===== src/rtl/ofm_writeback.sv =====
`timescale 1ns / 1ps
// ofm_writeback
// ---------------------------------------------------------------------------
// Packs a stream of 16-bit neuron sums into 64-bit output-buffer words,
// four lanes per word with lane0 in the top 16 bits. There is an optional
// ReLU clamp. Each output plane starts on a fresh word. A plane whose
// neuron count is not a multiple of four ends with a partial word. That
// word has zeroed lanes and cleared byte enables for the unused lanes.
//
// Handshake: sum_valid is a valid-only strobe (there is no ready). A sum is
// consumed on every rising edge where the FSM is in PACK, sum_valid=1 and
// layer_start=0. Sums presented in any other cycle are dropped.
//
// Ports
//   clk          sole clock, rising edge
//   rst          asynchronous, active-high reset
//   layer_start  one-cycle pulse that arms (or re-arms) a layer
//   relu_en      ReLU select, latched on layer_start
//   sum_in       signed neuron sum
//   sum_valid    sum_in valid this cycle
//   wr_en        output-buffer write strobe (registered)
//   wr_addr      output-buffer word address (registered)
//   wr_data      packed word, lane0 [63:48] .. lane3 [15:0] (registered)
//   wr_be        byte enables, two bits per lane, [7:6] = lane0 (registered)
//   busy         a layer is in progress
//   plane_done   pulse with the final write of each plane
//   layer_done   pulse one cycle after the final write of the layer
//   err_unexp    sticky: sum_valid seen while not busy
//   dbg_state    current FSM state (0 IDLE, 1 PACK, 2 DONE)
// ---------------------------------------------------------------------------
module ofm_writeback #(
    parameter int PLANE_NEURONS   = 196,
    parameter int NUM_PLANES      = 8,
    parameter int WORDS_PER_PLANE = (PLANE_NEURONS + 3) / 4
) (
    input  logic        clk,
    input  logic        rst,
    input  logic        layer_start,
    input  logic        relu_en,
    input  logic [15:0] sum_in,
    input  logic        sum_valid,
    output logic        wr_en,
    output logic [15:0] wr_addr,
    output logic [63:0] wr_data,
    output logic [7:0]  wr_be,
    output logic        busy,
    output logic        plane_done,
    output logic        layer_done,
    output logic        err_unexp,
    output logic [1:0]  dbg_state
);

    localparam int NC_W = (PLANE_NEURONS > 1) ? $clog2(PLANE_NEURONS) : 1;
    localparam int PL_W = (NUM_PLANES > 1) ? $clog2(NUM_PLANES) : 1;
    localparam logic [NC_W-1:0] LAST_NEURON  = NC_W'(PLANE_NEURONS - 1);
    localparam logic [PL_W-1:0] LAST_PLANE   = PL_W'(NUM_PLANES - 1);
    localparam logic [15:0]     PLANE_STRIDE = 16'(WORDS_PER_PLANE);

    typedef enum logic [1:0] {
        S_IDLE = 2'd0,
        S_PACK = 2'd1,
        S_DONE = 2'd2
    } state_t;

    state_t          state_q, state_d;
    logic            relu_q, relu_d;
    logic [1:0]      lane_q, lane_d;
    logic [NC_W-1:0] neuron_q, neuron_d;
    logic [PL_W-1:0] plane_q, plane_d;
    logic [15:0]     word_q, word_d;
    logic [15:0]     base_q, base_d;
    logic [63:0]     pack_q, pack_d;
    logic            wr_en_q, wr_en_d;
    logic [15:0]     wr_addr_q, wr_addr_d;
    logic [63:0]     wr_data_q, wr_data_d;
    logic [7:0]      wr_be_q, wr_be_d;
    logic            busy_q, busy_d;
    logic            plane_done_q, plane_done_d;
    logic            layer_done_q, layer_done_d;
    logic            err_q, err_d;

    logic [15:0] lane_val;
    logic [63:0] word_full;
    logic [7:0]  be_fill;

    always_comb begin
        state_d      = state_q;
        relu_d       = relu_q;
        lane_d       = lane_q;
        neuron_d     = neuron_q;
        plane_d      = plane_q;
        word_d       = word_q;
        base_d       = base_q;
        pack_d       = pack_q;
        wr_en_d      = 1'b0;
        wr_addr_d    = wr_addr_q;
        wr_data_d    = wr_data_q;
        wr_be_d      = wr_be_q;
        busy_d       = busy_q;
        plane_done_d = 1'b0;
        layer_done_d = 1'b0;
        err_d        = err_q;

        lane_val  = (relu_q && sum_in[15]) ? 16'h0000 : sum_in;

        // Current word with the incoming sum merged into the active lane.
        // Lanes above the active one are still zero because pack_q is
        // cleared after every emitted word.
        word_full = pack_q;
        be_fill   = 8'hFF;
        case (lane_q)
            2'd0:    begin word_full[63:48] = lane_val; be_fill = 8'hC0; end
            2'd1:    begin word_full[47:32] = lane_val; be_fill = 8'hF0; end
            2'd2:    begin word_full[31:16] = lane_val; be_fill = 8'hFC; end
            default: begin word_full[15:0]  = lane_val; be_fill = 8'hFF; end
        endcase

        // A start pulse clears the flag, unless it coincides with a stray sum.
        if (layer_start) begin
            err_d = sum_valid && !busy_q;
        end else if (sum_valid && !busy_q) begin
            err_d = 1'b1;
        end

        if (layer_start) begin
            // Fresh start or abort: any partial word is dropped unwritten.
            state_d  = S_PACK;
            relu_d   = relu_en;
            lane_d   = 2'd0;
            neuron_d = '0;
            plane_d  = '0;
            word_d   = 16'd0;
            base_d   = 16'd0;
            pack_d   = 64'd0;
            busy_d   = 1'b1;
            // The layer that just finished still reports completion.
            layer_done_d = (state_q == S_DONE);
        end else begin
            case (state_q)
                S_IDLE: begin
                end
                S_PACK: begin
                    if (sum_valid) begin
                        pack_d   = word_full;
                        lane_d   = lane_q + 2'd1;
                        neuron_d = neuron_q + 1'b1;
                        if (lane_q == 2'd3 || neuron_q == LAST_NEURON) begin
                            wr_en_d   = 1'b1;
                            wr_addr_d = base_q + word_q;
                            wr_data_d = word_full;
                            wr_be_d   = be_fill;
                            pack_d    = 64'd0;
                            lane_d    = 2'd0;
                            word_d    = word_q + 16'd1;
                            if (neuron_q == LAST_NEURON) begin
                                plane_done_d = 1'b1;
                                neuron_d     = '0;
                                word_d       = 16'd0;
                                base_d       = base_q + PLANE_STRIDE;
                                plane_d      = plane_q + 1'b1;
                                if (plane_q == LAST_PLANE) begin
                                    state_d = S_DONE;
                                end
                            end
                        end
                    end
                end
                S_DONE: begin
                    state_d      = S_IDLE;
                    busy_d       = 1'b0;
                    layer_done_d = 1'b1;
                end
                default: begin
                    state_d = S_IDLE;
                    busy_d  = 1'b0;
                end
            endcase
        end
    end

    always_ff @(posedge clk or posedge rst) begin
        if (rst) begin
            state_q      <= S_IDLE;
            relu_q       <= 1'b0;
            lane_q       <= 2'd0;
            neuron_q     <= '0;
            plane_q      <= '0;
            word_q       <= 16'd0;
            base_q       <= 16'd0;
            pack_q       <= 64'd0;
            wr_en_q      <= 1'b0;
            wr_addr_q    <= 16'd0;
            wr_data_q    <= 64'd0;
            wr_be_q      <= 8'd0;
            busy_q       <= 1'b0;
            plane_done_q <= 1'b0;
            layer_done_q <= 1'b0;
            err_q        <= 1'b0;
        end else begin
            state_q      <= state_d;
            relu_q       <= relu_d;
            lane_q       <= lane_d;
            neuron_q     <= neuron_d;
            plane_q      <= plane_d;
            word_q       <= word_d;
            base_q       <= base_d;
            pack_q       <= pack_d;
            wr_en_q      <= wr_en_d;
            wr_addr_q    <= wr_addr_d;
            wr_data_q    <= wr_data_d;
            wr_be_q      <= wr_be_d;
            busy_q       <= busy_d;
            plane_done_q <= plane_done_d;
            layer_done_q <= layer_done_d;
            err_q        <= err_d;
        end
    end

    assign wr_en      = wr_en_q;
    assign wr_addr    = wr_addr_q;
    assign wr_data    = wr_data_q;
    assign wr_be      = wr_be_q;
    assign busy       = busy_q;
    assign plane_done = plane_done_q;
    assign layer_done = layer_done_q;
    assign err_unexp  = err_q;
    assign dbg_state  = state_q;

endmodule


===== config.mk =====
export PLATFORM = sky130hd
export DESIGN_NAME = ofm_writeback
export DESIGN_NICKNAME = d
export VERILOG_FILES = /design/src/rtl/ofm_writeback.sv
export SDC_FILE = /design/constraint.sdc
export NUM_CORES = 1
export LEC_CHECK = 0
export BUFFER_PORTS_ARGS = -buffer_cell sky130_fd_sc_hd__buf_2
export CORE_ASPECT_RATIO = 1.5
export CORE_MARGIN = 2
export CORE_UTILIZATION = 25
export CTS_BUF_LIST = sky130_fd_sc_hd__clkbuf_8
export CTS_CLUSTER_DIAMETER = 80
export DETAILED_ROUTE_END_ITERATION = 16
export SLEW_MARGIN = 20
export SYNTH_ARGS = -nofsm -noshare
export SYNTH_HDL_FRONTEND = slang
export SYNTH_SLANG_ARGS = --single-unit

===== constraint.sdc =====
create_clock -name clk -period 20.6 [get_ports clk]
set_input_delay 4.12 -clock clk [delete_from_list [all_inputs] [get_ports clk]]
set_output_delay 4.12 -clock clk [all_outputs]
set_load 0.1 [all_outputs]

# ---- Yosys cells after proc, flatten, opt, wreduce, memory -nomap -nowiden
# Index checks and enable logic that the tools add are counted.
dict set report word_totals {
  regBits 205
  inputBits 21
  output_inout_bits 95
  wordCells 109
}
dict set report classes {
  n_addsub 6
  n_eq_ne 13
  n_mux 55
  bitwise_logic 1
  reduce_logical 18
}
# operator count
set ops {}
lappend ops {{$mux W64} 4}
lappend ops {{$mux W16} 15}
lappend ops {{$mux W8} 5}
lappend ops {{$mux W2} 9}
lappend ops {{$pmux W6 S3} 1}
lappend ops {{$add A16 B1 Y16 const B} 1}
lappend ops {{$add A16 B16 Y16} 1}
lappend ops {{$add A16 B6 Y16 const B} 1}
lappend ops {{$mux W1} 15}
lappend ops {{$mux W3} 5}
lappend ops {{$ne A3 B3 Y1 const B} 4}
lappend ops {{$reduce_bool A2 Y1} 5}
lappend ops {{$add A8 B1 Y8 const B} 1}
lappend ops {{$eq A8 B8 Y1 const B} 1}
lappend ops {{$reduce_and A4 Y1} 2}
lappend ops {{$eq A2 B2 Y1 const B} 3}
lappend ops {{$reduce_and A5 Y1} 1}
lappend ops {{$eq A2 B1 Y1 const B} 2}
lappend ops {{$logic_not A2 Y1} 2}
lappend ops {{$pmux W2 S2} 1}
lappend ops {{$add A3 B1 Y3 const B} 1}
lappend ops {{$eq A3 B3 Y1 const B} 1}
lappend ops {{$reduce_and A3 Y1} 1}
lappend ops {{$reduce_or A3 Y1} 1}
lappend ops {{9 further kinds} 10}

# ---- Depth between registers and ports, before layout
# Gate-level depths: netlist (run 1).
dict set report logic_depth {
  word_depth 7
  depth_mapped 9
  depth_no_buf 8
}

# ---- Worst setup path before layout (run 1)
# OpenSTA, ideal clock, no wires.
dict set report synth_path {
  path_type {reg-to-output}
  start {register wr_be_q[1], in the netlist wr_be[1]}
  end {output wr_be[1]}
  arrival_ns 1.340
  required_ns 16.480
  setup_slack_ns 15.140
  stages_incl_launch_ff 2
  n_path_buf 1
  path_cell_list {dfrtp_1 -> buf_4}
}
# element line_no
set synth_lines {}
lappend synth_lines {{from (decl)} 76} ;# logic [7:0] wr_be_q, wr_be_d;
lappend synth_lines {{from (signal assigned)} 211} ;# wr_be_q <= wr_be_d;
lappend synth_lines {{to (decl)} 45} ;# output logic [7:0] wr_be,
# No word-level cell between the ends.

# ---- Worst setup path after layout (run 1)
dict set report layout_path {
  start {input layer_start}
  end {register wr_addr_q[7], in the netlist wr_addr[7]}
}
dict set report layout_between {
  elab_chain_len 2
}
# element line_no
set layout_lines {}
lappend layout_lines {{from (decl)} 38} ;# input logic layer_start,
lappend layout_lines {{$not A1 Y1 (no source line)} n/a}
lappend layout_lines {{$reduce_and A4 Y1 (no source line)} n/a}
lappend layout_lines {{to (signal assigned)} 209} ;# wr_addr_q <= wr_addr_d;
lappend layout_lines {{to (decl)} 74} ;# logic [15:0] wr_addr_q, wr_addr_d;
# No other way between the ends.
# A chain may end at the register's enable or synchronous reset.

==> results.txt, run 1 <==
----------------------------------------------------
[Setup path]
  Required arrival time at the worst endpoint ... 21010 ps
  Arrival time at the worst endpoint ... roughly 6200 ps
  Worst-path fanout max ... 114
  Critical path's largest stage delay ... roughly 860 ps
  Worst path depth ... 7
  Path type of the worst setup path ... primary input to flop
  Worst setup endpoint ... wr_addr[7]
  Register-to-Register Setup Slack ... 17790 ps
  Slowest library cell on the worst path ... sky130_fd_sc_hd__buf_4
  CP Cell Sequence ... buf_2 -> nor2_1 -> o21ai_4 -> buf_4 -> inv_2 -> nand2_1 -> o21ai_1
  Depth of the worst register-to-register path ... 8
  Worst flop-to-flop path startpoint ... base_q[0]
  Startpoint types ... primary input
  Gate family responsible for the most delay along the worst path ... buffers and inverters
  End of the worst register-to-register path ... wr_addr[12]
  Number of buffer and inverter stages on the critical path ... 3
  Start point of the critical path ... layer_start
  Endpoint type of the worst setup path ... flop

[Power]
  Internal power ... just under 0.7 mW
  Sequential cell fraction of total power ... 41.0%
  Net switching power figure ... 0.357 mW
  Static power due to leakage ... 5.26 nW
  Clock network power share ... 38.6%
  Maximum vdd drop ... 0.0441 mV
  Combinational group share of total power ... 20.5%
  Switching power share of the total ... 34.2%
  PnR Total Power ... roughly 1.0 mW
  Cell area power density ... 94.4 nW/um^2

[Drt]
  Number of remaining DRC errors ... 0
  ANT nets after route ... 0
  Iteration count of the initial detailed-routing pass ... 4
  First-iteration detailed-routing DRC count ... 369
  Total wire length after detailed routing ... about 24000 um
  DR vias ... 6626
  Vias per Instance ... 4.47
  Detailed-route wire length per cell ... 16.2 um

[Clock tree]
  Clock-pin slew on the worst setup and hold paths ... around 60 ps
  Clock Sinks ... 201
  Setup fix buffers added after clock tree synthesis ... 0
  Root Buffer ... sky130_fd_sc_hd__clkbuf_8
  CTS tree ... yes
  Count of instances resized after the clock tree is built ... 0
  # H-tree levels ... 2
  Hold Buf Count CTS ... 0
  TritonCTS Buffers ... 36
  Clk Latency, worst-skew pair ... roughly 540 ps
  Maximum buffer depth of the clock tree ... 3

[STA]
  Count of endpoints failing setup in the final report ... 0
  Final Hold Slack ... 470 ps
  Total Negative Setup Slacks ... 0 ps
  Share of the clock period used by the worst path ... approximately 28%
  Time the final worst path needs with I/O delays and setup ... 5810 ps
  Max-slew violation count ... 0
  Final setup skew ... 36.6 ps
  Final worst setup slack ... 14790 ps
  Slew of the pin with the lowest slew margin ... 1020 ps
  F_max ... 0.172 GHz
  RSZ-0062 raised after global routing ... no
  Final count of hold timing violations ... 0
  Worst rel slew slack ... between 30% and 40%

[Place]
  IO buf count ... 115
  Final Wtd Congestion ... 0.779
  Half-perimeter wire length after placement ... approximately 17000 um
  Instance count after placement with tap cells included ... ~1400
  Placement Setup Slack ... 13880 ps
  Standard cell area after detailed placement ... 10300 um^2

[Global routing]
  Total grt overflow ... 0
  Pin count of the biggest net entering global routing ... 122
  Global-route wire length before repair ... 38400 um
  Vias in the first global route ... between 6000 and 7000
  Antenna violations before repair ... 0
  Total routing resource utilization after global routing ... about an eighth

[Synthesis]
  Synth Cell Area ... 9290 um^2
  Flop and latch count out of synthesis ... 201
  Top flip-flop cell by instance count after synthesis ... sky130_fd_sc_hd__dfrtp_1
  Seq/Total Area, Yosys ... 54.2%
  Ys Warns ... 0
  Number of distinct library cells after synthesis ... 55
  Synth Net Count ... between 900 and 1000
  Share of async-settable or async-resettable flops after synthesis ... between 90% and 100%
  Number of flops mapped to enable cells by yosys ... 0
  Gate Count Post-Synth ... ~870
  Post-synthesis area per instance ... 10.6 um^2

[Cells and area]
  Relative area change from synthesis to final layout ... 19.0%
  Area of all placed cells without fillers ... 11100 um^2
  Most frequent cells in the layout ... sky130_fd_sc_hd__dfrtp_1 (201), sky130_fd_sc_hd__nand2_1 (118), sky130_fd_sc_hd__buf_2 (115)
  Most frequent standard cell in the layout excluding fill and tap cells ... sky130_fd_sc_hd__dfrtp_1
  Non-filler instance count after layout ... ~1500
  Post-layout net count ... 1020
  Number of filler cells placed in the layout ... about 3800
  Core occupancy in the finished layout ... 30.1%
  Layout cells sized above 1 ... 19.8%

[Min path]
  Worst min-delay path category ... flop to flop

[Floorplan]
  Total Die Area ... about 39000 um^2
  Standard cell core area ... 36700 um^2
  Die span in y ... 240 um
  Top-level port count ... 116
  Die X-Extent ... around 160 um
  Initial core utilization ... between 20% and 30%
  Number of placement rows ... 86

[Run]
  Number of maximum-capacitance constraint violations ... 0

[Run status]
  Status ... complete, no violations

----------------------------------------------------
## flip-flops by register name (all words and copies together) (netlist names)
signal	flops
base_q	16
busy	1
dbg_state	2
err_unexp	1
lane_q	2
layer_done	1
neuron_q	8
pack_q	64
plane_done	1
plane_q	3
relu_q	1
word_q	16
wr_addr	16
wr_be	4
wr_data	64
wr_en	1
## power groups by stage
stage,logic (mW),clock network (mW),registers [mW]
floorplan,0.0750,0,0.534
finish,0.213,0.403,0.427
global route,0.226,0.436,0.430
global placement,0.215,0,0.434
detailed placement,0.216,0,0.435
CTS,0.217,0.418,0.428
## worst min-delay path by stage
stage | from | end | slack [ps] | cells after the start
6_report | wr_data[53] | wr_data[53] | 470 | 2
5_1_grt | wr_data[34] | wr_data[34] | 490 | 2
4_1_cts | wr_addr[1] | wr_addr[1] | 480 | 2
3_5_place_dp | wr_addr[1] | wr_addr[1] | 460 | 2
3_3_place_gp | wr_data[20] | wr_data[20] | 460 | 2
2_1_floorplan | neuron_q[7] | neuron_q[7] | 450 | 1
## layer usage
metal	up-vias	share of wire, %	GRT usage, %
met2	160	50	21.9
met4	0	2.9	4.90
met5	-	0	0
met3	38	5.4	2.85
li1	3226	-	-
met1	3202	41	15.2
## cell families after synthesis
group                      count (synthesis)  synth area share [%]
muxes                                     65                  7.02
and+or+nand+nor                          264                  13.6
buffers and inverters                     79                  3.89
AOI/OAI and AO/OA                        195                  13.7
xor gates and xnor gates                  43                  4.05
adders and majority gates                 26                  3.58
DFF                                      201                  54.2
## tightest hold or removal path, stage by stage (launching register included)
cell and delay, ps:
sky130_fd_sc_hd__dfrtp_1 330, sky130_fd_sc_hd__nand2_1 40, sky130_fd_sc_hd__o21ai_0 60
## area by class of cell
type                       instances  area (um^2)  area share [%]
timing repair buffer             125          674            6.10
antenna                            1         2.50          0.0226
multi-input combinational        593         3910            35.4
tap                              484          606            5.48
inverter                          16         67.6           0.611
clock buffer                      41          564            5.10
clock inverter                    20          199            1.80
sequential                       201         5030            45.5
## synthesized netlist by cell type (3+ instances only)
cell / n / area share [%]
sky130_fd_sc_hd__a21oi_1: 9 / 0.48
sky130_fd_sc_hd__clkbuf_1: 35 / 1.4
sky130_fd_sc_hd__nor2_1: 44 / 1.8
sky130_fd_sc_hd__a21o_1: 3 / 0.24
sky130_fd_sc_hd__and2_1: 36 / 2.4
sky130_fd_sc_hd__buf_4: 8 / 0.65
sky130_fd_sc_hd__a22o_1: 51 / 4.8
sky130_fd_sc_hd__nand2_1: 118 / 4.8
sky130_fd_sc_hd__buf_2: 16 / 0.86
sky130_fd_sc_hd__xnor2_1: 24 / 2.3
sky130_fd_sc_hd__nand4_1: 9 / 0.61
sky130_fd_sc_hd__o21ai_1: 21 / 1.1
sky130_fd_sc_hd__inv_1: 15 / 0.61
sky130_fd_sc_hd__xor2_1: 19 / 1.8
sky130_fd_sc_hd__nand3_1: 19 / 1.0
sky130_fd_sc_hd__o31ai_1: 3 / 0.24
sky130_fd_sc_hd__o21ai_0: 88 / 4.7
sky130_fd_sc_hd__and3_1: 9 / 0.61
sky130_fd_sc_hd__and4_1: 3 / 0.28
sky130_fd_sc_hd__nand2b_1: 3 / 0.20
sky130_fd_sc_hd__mux2i_1: 64 / 6.9
sky130_fd_sc_hd__nor2b_1: 4 / 0.27
sky130_fd_sc_hd__dfrtp_1: 201 / 54
sky130_fd_sc_hd__nor3_1: 8 / 0.43
sky130_fd_sc_hd__ha_1: 25 / 3.4
Power figures use the tool's default switching activity.
==> run 2: changes to the inputs <==
==> constraint.sdc (replaced) <==
create_clock -name clk -period 5 [get_ports clk]
set_input_delay 1 -clock clk [delete_from_list [all_inputs] [get_ports clk]]
set_output_delay 1 -clock clk [all_outputs]
set_load 0.1 [all_outputs]
==> run 2 against run 1 <==
  * Cell count hardly changed
  * Clock-buffer cell count is 2 higher
  * Global-route usage rose by 0.082 points
  * Clock power rose to 3.6 times the previous value
  * Sequential share of layout area is 0.23 points higher
  * Register-to-register slack worse by 16000 ps
  * Combinational power grew to 4.2 times the previous value
  * Via count hardly changed
  * Non-clock buffer count increased by 3
  * Routed wire length grew 1.4%
  * First-iteration DRC count decreased by 14%
  * Sequential power grew to 4.1 times the previous value
  * Highest routed layer unchanged
==> results.txt, run 2 (same netlist as run 1, synthesis figures left out) <==
----------------------------------------------------
[Setup path]
  Gate family responsible for the most delay along the worst path ... compound AO/OA/AOI/OAI gates
  Most Frequent Cell on Critical Path ... sky130_fd_sc_hd__o21ai_0
  Register-to-Register Setup Slack ... 2280 ps (-15510 ps)
  Path type of the worst setup path ... flop to flop
  Depth of the worst register-to-register path ... 8 (unchanged)
  Worst path depth ... 8 (+1)
  Worst-path fanout max ... 7 (-94%)
  Worst setup endpoint ... wr_addr[12]
  CP Cell Sequence ... ha_1 -> fa_1 -> a21o_1 -> a221oi_1 -> o221a_2 -> o21ai_0 -> xnor2_1 -> o21ai_0
  Start point of the critical path ... word_q[0]
  Critical path's largest stage delay ... 570 ps (-290 ps)
  Required arrival time at the worst endpoint ... 5400 ps (-15610 ps)
  Worst flop-to-flop path startpoint ... word_q[0]
  Arrival time at the worst endpoint ... 3130 ps (-3100 ps)
  Startpoint types ... flop
  Slowest library cell on the worst path ... sky130_fd_sc_hd__a221oi_1
  Number of buffer and inverter stages on the critical path ... 0 (-3)
  End of the worst register-to-register path ... wr_addr[12]
  Endpoint type of the worst setup path ... flop

[Clock tree]
  Maximum buffer depth of the clock tree ... 3 (unchanged)
  Root Buffer ... sky130_fd_sc_hd__clkbuf_8
  Hold Buf Count CTS ... 0 (unchanged)
  # H-tree levels ... 2 (unchanged)
  Clock-pin slew on the worst setup and hold paths ... 60 ps (about the same)
  TritonCTS Buffers ... 34 (-5.6%)
  CTS tree ... yes
  Clk Latency, worst-skew pair ... 550 ps (about the same)
  Setup fix buffers added after clock tree synthesis ... 0 (unchanged)
  Count of instances resized after the clock tree is built ... 0 (unchanged)
  Clock Sinks ... 201 (unchanged)

[Global routing]
  Global-route wire length before repair ... 38600 um (+0.72%)
  Pin count of the biggest net entering global routing ... 187 (+53%)
  Vias in the first global route ... 6811 (+1.9%)
  Antenna violations before repair ... 1 (+1)
  Total grt overflow ... 0 (unchanged)
  Total routing resource utilization after global routing ... 12.7% (+0.082 points)

[STA]
  Final setup skew ... 18.5 ps (-18.1 ps)
  Share of the clock period used by the worst path ... 54.5%
  Max-slew violation count ... 0 (unchanged)
  Final Hold Slack ... 455 ps (-15.9 ps)
  Worst rel slew slack ... 22.9% (-9.0 points)
  Total Negative Setup Slacks ... 0 ps (unchanged)
  Count of endpoints failing setup in the final report ... 0 (unchanged)
  Time the final worst path needs with I/O delays and setup ... 2720 ps
  Final worst setup slack ... 2280 ps (-12510 ps)
  F_max ... 0.367 GHz
  Slew of the pin with the lowest slew margin ... 1160 ps (+134 ps)
  Final count of hold timing violations ... 0 (unchanged)
  RSZ-0062 raised after global routing ... no

[Drt]
  Detailed-route wire length per cell ... 16.4 um (+1.4%)
  DR vias ... 6627 (+0.015%)
  Iteration count of the initial detailed-routing pass ... 6 (+2)
  Total wire length after detailed routing ... 24300 um (+1.4%)
  First-iteration detailed-routing DRC count ... 317 (-14%)
  ANT nets after route ... 0 (unchanged)
  Number of remaining DRC errors ... 0 (unchanged)
  Vias per Instance ... 4.48 (about the same)

[Floorplan]
  Initial core utilization ... 25.3% (unchanged)
  Top-level port count ... 116 (unchanged)
  Standard cell core area ... 36700 um^2 (unchanged)
  Die span in y ... 240 um (unchanged)
  Number of placement rows ... 86 (unchanged)
  Die X-Extent ... 161 um (unchanged)
  Total Die Area ... 38700 um^2 (unchanged)

[Cells and area]
  Non-filler instance count after layout ... 1480 (-0.068%)
  Relative area change from synthesis to final layout ... 18.4%
  Number of filler cells placed in the layout ... 3779 (-0.026%)
  Post-layout net count ... 1021 (+0.098%)
  Layout cells sized above 1 ... 19.3% (-0.48 points)
  Most frequent cells in the layout ... sky130_fd_sc_hd__dfrtp_1 (201), sky130_fd_sc_hd__nand2_1 (118), sky130_fd_sc_hd__buf_2 (115)
  Most frequent standard cell in the layout excluding fill and tap cells ... sky130_fd_sc_hd__dfrtp_1

[Min path]
  Worst min-delay path category ... primary input to async pin

[Place]
  Placement Setup Slack ... 1840 ps (-12040 ps)
  Half-perimeter wire length after placement ... 16900 um (+1.1%)
  Final Wtd Congestion ... 0.784 (+0.71%)
  Instance count after placement with tap cells included ... 1420 (+0.14%)
  IO buf count ... 115 (unchanged)

[Power]
  Maximum vdd drop ... 0.198 mV (+350%)
  Cell area power density ... 374 nW/um^2 (+300%)
  Static power due to leakage ... 5.25 nW (-0.27%)

[Run status]
  Status ... complete, no violations

[Run]
  Number of maximum-capacitance constraint violations ... 0 (unchanged)

----------------------------------------------------
-- run 2: area by class of cell --
cell class / instances / area (um^2) / area share [%]
Sequential cell: 201 / 5030 / 45.7
Multi-Input combinational cell: 593 / 3910 / 35.5
Timing Repair Buffer: 128 / 726 / 6.60
Tap cell: 484 / 606 / 5.50
Clock buffer: 43 / 592 / 5.38
Clock inverter: 14 / 73.8 / 0.671
Inverter: 16 / 63.8 / 0.580
Antenna cell: 1 / 2.50 / 0.0227
-- run 2: metrics by stage --
stage | power (mW) | utilization, % | area, um^2
3_5_place_dp | 2.68 | 28.0 | 10300
6_report | 4.11 | 30.0 | 11000
2_1_floorplan | 2.51 | - | 9290
4_1_cts | 4.18 | 29.8 | 10900
5_1_grt | 4.30 | 30.0 | 11000
3_3_place_gp | 2.68 | 28.0 | 10300
-- run 2: worst register-to-register path, stage by stage (launching register included) --
cell and delay, ps:
sky130_fd_sc_hd__dfrtp_1 450, sky130_fd_sc_hd__ha_1 260, sky130_fd_sc_hd__fa_1 400, sky130_fd_sc_hd__a21o_1 200, sky130_fd_sc_hd__a221oi_1 570, sky130_fd_sc_hd__o221a_2 340
sky130_fd_sc_hd__o21ai_0 110, sky130_fd_sc_hd__xnor2_1 170, sky130_fd_sc_hd__o21ai_0 90
-- run 2: how the worst min path moves through the flow --
stage	from	endpoint	cells after the start
after floorplan	neuron_q[7]	neuron_q[7]	1
after global placement	wr_data[36]	wr_data[36]	2
after detailed placement	wr_addr[0]	wr_addr[0]	2
after CTS	rst	wr_addr[7]	2
after global routing	rst	wr_addr[7]	2
final	rst	wr_be[3]	2
-- run 2: per-layer routing --
layer | track usage, % | routed length (um) | vias up | share of wire (%)
met5 | 0 | 0 | - | 0
met1 | 14.9 | 10100 | 3206 | 42
met4 | 4.79 | 707 | 0 | 2.9
met2 | 22.8 | 12400 | 148 | 51
met3 | 2.60 | 1100 | 47 | 4.5
li1 | - | - | 3226 | -
-- run 2: power breakdown --
group          switching [mW]  internal (mW)  total [mW]
combinational           0.723          0.162       0.885
clock                   0.689          0.779        1.47
sequential             0.0521           1.71        1.76
==> run 3: changes to the inputs <==
--- a/config.mk
+++ b/config.mk
@@ -5,6 +5,7 @@
 export SDC_FILE = /design/constraint.sdc
 export NUM_CORES = 1
 export LEC_CHECK = 0
+export ABC_AREA = 1
 export BUFFER_PORTS_ARGS = -buffer_cell sky130_fd_sc_hd__buf_2
 export CORE_ASPECT_RATIO = 1.5
 export CORE_MARGIN = 2
==> constraint.sdc (replaced) <==
create_clock -name clk -period 2.85 [get_ports clk]
set_input_delay 0.57 -clock clk [delete_from_list [all_inputs] [get_ports clk]]
set_output_delay 0.57 -clock clk [all_outputs]
set_load 0.1 [all_outputs]
==> run 3 against run 2 <==
  * Largest power group unchanged
  * Register-to-register slack got worse by 1500 ps
  * Critical path depth fell by 2
  * Cell count rose by 30%
  * Hold slack got worse by 290 ps
  * Non-clock buffer count rose by 9
  * Via count rose by 31%
  * Largest cell class unchanged
  * Highest routed layer unchanged
  * Clock-buffer cell count rose by 1
  * Utilization rose by 0.27 points
  * Power rose by 85%
==> results.txt, run 3 <==
----------------------------------------------------
[Cells and area]
  Most frequent cells in the layout ... sky130_fd_sc_hd__nand2_1 (408), sky130_fd_sc_hd__dfrtp_1 (201), sky130_fd_sc_hd__inv_1 (162)
  Area of all placed cells without fillers ... 11900 um^2 (+8.4%)
  Reg area ... 5030 um^2 (unchanged)
  Relative area change from synthesis to final layout ... 18.8%
  Multi-input gate area ... 4140 um^2 (+6.1%)
  Number of filler cells placed in the layout ... 4256 (+13%)
  Most frequent standard cell in the layout excluding fill and tap cells ... sky130_fd_sc_hd__nand2_1
  Layout cells sized above 1 ... 14.8% (-4.5 points)
  Post-layout net count ... 1447 (+42%)
  Core occupancy in the finished layout ... 30.2% (+0.27 points)

[Synthesis]
  Number of distinct library cells after synthesis ... 40 (-27%)
  Synth Net Count ... 1327 (+44%)
  Ys Warns ... 0 (unchanged)
  Area share of the largest cell type after synthesis ... 50.1% (-4.0 points)
  Seq/Total Area, Yosys ... 50.1% (-4.0 points)
  Synth Cell Area ... 10000 um^2 (+8.1%)
  Library cell with the highest instance count after synthesis ... sky130_fd_sc_hd__nand2_1
  Flop and latch count out of synthesis ... 201 (unchanged)
  Biggest area contributors in the synthesized netlist ... sky130_fd_sc_hd__dfrtp_1 (50%), sky130_fd_sc_hd__nand2_1 (15%), sky130_fd_sc_hd__o21ai_0 (7.8%)
  Share of async-settable or async-resettable flops after synthesis ... 100% (unchanged)
  Gate Count Post-Synth ... 1280 (+47%)
  Number of flops mapped to enable cells by yosys ... 0 (unchanged)
  Most common library cells after synthesis ... sky130_fd_sc_hd__nand2_1 (408), sky130_fd_sc_hd__dfrtp_1 (201), sky130_fd_sc_hd__o21ai_0 (157)
  Top flip-flop cell by instance count after synthesis ... sky130_fd_sc_hd__dfrtp_1
  Most area-hungry cell type in the Yosys netlist ... sky130_fd_sc_hd__dfrtp_1
  Post-synthesis area per instance ... 7.84 um^2 (-26%)

[Clock tree]
  Clk Latency, worst-skew pair ... 550 ps (about the same)
  Root Buffer ... sky130_fd_sc_hd__clkbuf_8
  Clock Sinks ... 201 (unchanged)
  CTS tree ... yes
  TritonCTS Buffers ... 36 (+5.9%)
  Maximum buffer depth of the clock tree ... 3 (unchanged)
  # H-tree levels ... 2 (unchanged)
  Setup fix buffers added after clock tree synthesis ... 0 (unchanged)
  Hold Buf Count CTS ... 0 (unchanged)
  Clock-pin slew on the worst setup and hold paths ... 60 ps (about the same)
  Count of instances resized after the clock tree is built ... 0 (unchanged)

[Setup path]
  Worst-path fanout max ... 143 (+136)
  Path type of the worst setup path ... flop to flop
  Slowest library cell on the worst path ... sky130_fd_sc_hd__buf_12
  Endpoint type of the worst setup path ... flop
  CP Cell Sequence ... ha_1 -> nand2_1 -> nor2_2 -> o21ai_4 -> buf_12 -> o21ai_0
  Arrival time at the worst endpoint ... 2510 ps (-620 ps)
  Startpoint types ... flop
  Required arrival time at the worst endpoint ... 3250 ps (-2150 ps)
  Critical path's largest stage delay ... 480 ps (-90 ps)

[Power]
  Static power due to leakage ... 6.01 nW (+15%)
  Maximum vdd drop ... 0.255 mV (+29%)
  Cell area power density ... 638 nW/um^2 (+71%)

[STA]
  Slew of the pin with the lowest slew margin ... 773 ps (-384 ps)
  Worst rel slew slack ... 48.4% (+26 points)
  Final count of hold timing violations ... 0 (unchanged)
  RSZ-0062 raised after global routing ... no
  Count of endpoints failing setup in the final report ... 0 (unchanged)
  Time the final worst path needs with I/O delays and setup ... 2110 ps (-613 ps)
  Final setup skew ... 15.9 ps (-2.58 ps)
  Share of the clock period used by the worst path ... 74.1% (+20 points)
  F_max ... 0.474 GHz (+29%)
  Max-slew violation count ... 0 (unchanged)

[Floorplan]
  Standard cell core area ... 39400 um^2 (+7.4%)
  Die span in y ... 249 um (+3.9%)
  Die X-Extent ... 168 um (+3.9%)
  Top-level port count ... 116 (unchanged)
  Number of placement rows ... 89 (+3.5%)
  Initial core utilization ... 25.5% (+0.15 points)
  Total Die Area ... 41800 um^2 (+7.9%)

[Place]
  Final Wtd Congestion ... 0.875 (+12%)
  Half-perimeter wire length after placement ... 21700 um (+29%)
  Standard cell area after detailed placement ... 11200 um^2 (+9.0%)
  IO buf count ... 115 (unchanged)

[Min path]
  Worst min-delay path category ... primary input to async pin

[Global routing]
  Total grt overflow ... 0 (unchanged)
  Global-route wire length before repair ... 46800 um (+21%)
  Antenna violations before repair ... 1 (unchanged)
  Total routing resource utilization after global routing ... 14.3% (+1.6 points)
  Vias in the first global route ... 8558 (+26%)
  Pin count of the biggest net entering global routing ... 144 (-23%)

[Drt]
  Detailed-route wire length per cell ... 15.4 um (-6.3%)
  First-iteration detailed-routing DRC count ... 713 (+120%)
  Vias per Instance ... 4.53 (+1.1%)
  Number of remaining DRC errors ... 0 (unchanged)
  DR vias ... 8711 (+31%)
  ANT nets after route ... 0 (unchanged)
  Total wire length after detailed routing ... 29600 um (+22%)
  Iteration count of the initial detailed-routing pass ... 5 (-1)

[Run status]
  Status ... complete, no violations

[Run]
  Number of maximum-capacitance constraint violations ... 0 (unchanged)

----------------------------------------------------
==> run 3: changes by cell type after synthesis, sizes merged, moves of 33 or more <==
cell / change
and2: -35
mux2i: -64
a22o: -49
o21ai: +72
inv: +142
nor2: +40
nand3: +33
nand2: +292
==> run 3: where the power goes <==
part	total [mW]	leakage [nW]	switching (mW)	internal [mW]
Sequential	3.13	2.77	0.115	3.02
Combinational	1.73	2.84	1.46	0.270
Clock	2.74	0.403	1.25	1.49
Total	7.61	6.01	2.83	4.78
==> run 3: area by class of cell <==
cell class | instances | share of cell area [%]
flip-flops and latches | 201 | 42.2
multi-input cells | 864 | 34.8
repair buffers | 137 | 6.74
well taps | 500 | 5.25
clock buffers | 44 | 5.08
inverters | 160 | 5.07
clock inverters | 17 | 0.913
diodes | 1 | 0.0210
==> run 3: logic make-up (layout without fill, tap and decap cells) <==
kind of cell	after synthesis	after routing	synth area share [%]
buf+inv	215	358	8.59
simple gates	593	593	24.5
other cells	0	1	0
fa+ha+maj	26	26	3.32
compound gates	233	233	12.4
flops	201	201	50.1
xor+xnor	12	12	1.05
==> run 3: path summary, 6_finish.rpt <==
check,end,slack (ps),start,cells past startpoint
max in group asynchronous,pack_q[30],1890,rst,3
min,pack_q[22],160,rst,2
max,wr_data[42],740,neuron_q[0],6
min reg2reg,layer_done,460,dbg_state[0],1
max reg2reg,wr_data[42],740,neuron_q[0],6
min in group clk,err_unexp,320,sum_valid,3
==> run 3: worst max-delay path: cells and delay by family (launching register included) <==
kind,cells,cell delay [ps]
AO/OA/AOI/OAI,2,570
flip-flops,1,410
buffers and inverters,1,480
AND/OR/NAND/NOR,2,150
adder cells (fa/ha/maj),1,260
==> run 3: layer usage <==
layer	vias to the layer above	track usage [%]	routed length, um
met5	-	0	0
met1	4098	15.5	11400
met3	73	2.76	1290
met4	0	7.11	1320
met2	231	26.3	15600
li1	4309	-	-
==> run 3: through the flow <==
stage / instances / TNS, ps / power [mW] / hold slack [ps] / setup WS, ps
floorplan: 1280 / -64790 / 4.54 / 448 / -322
global placement: 1862 / 0 / 4.92 / 450 / 716
detailed placement: 1862 / 0 / 4.94 / 451 / 680
CTS: 1923 / 0 / 7.71 / 157 / 727
global route: 1923 / 0 / 7.94 / 185 / 499
finish: 1924 / 0 / 7.61 / 165 / 739
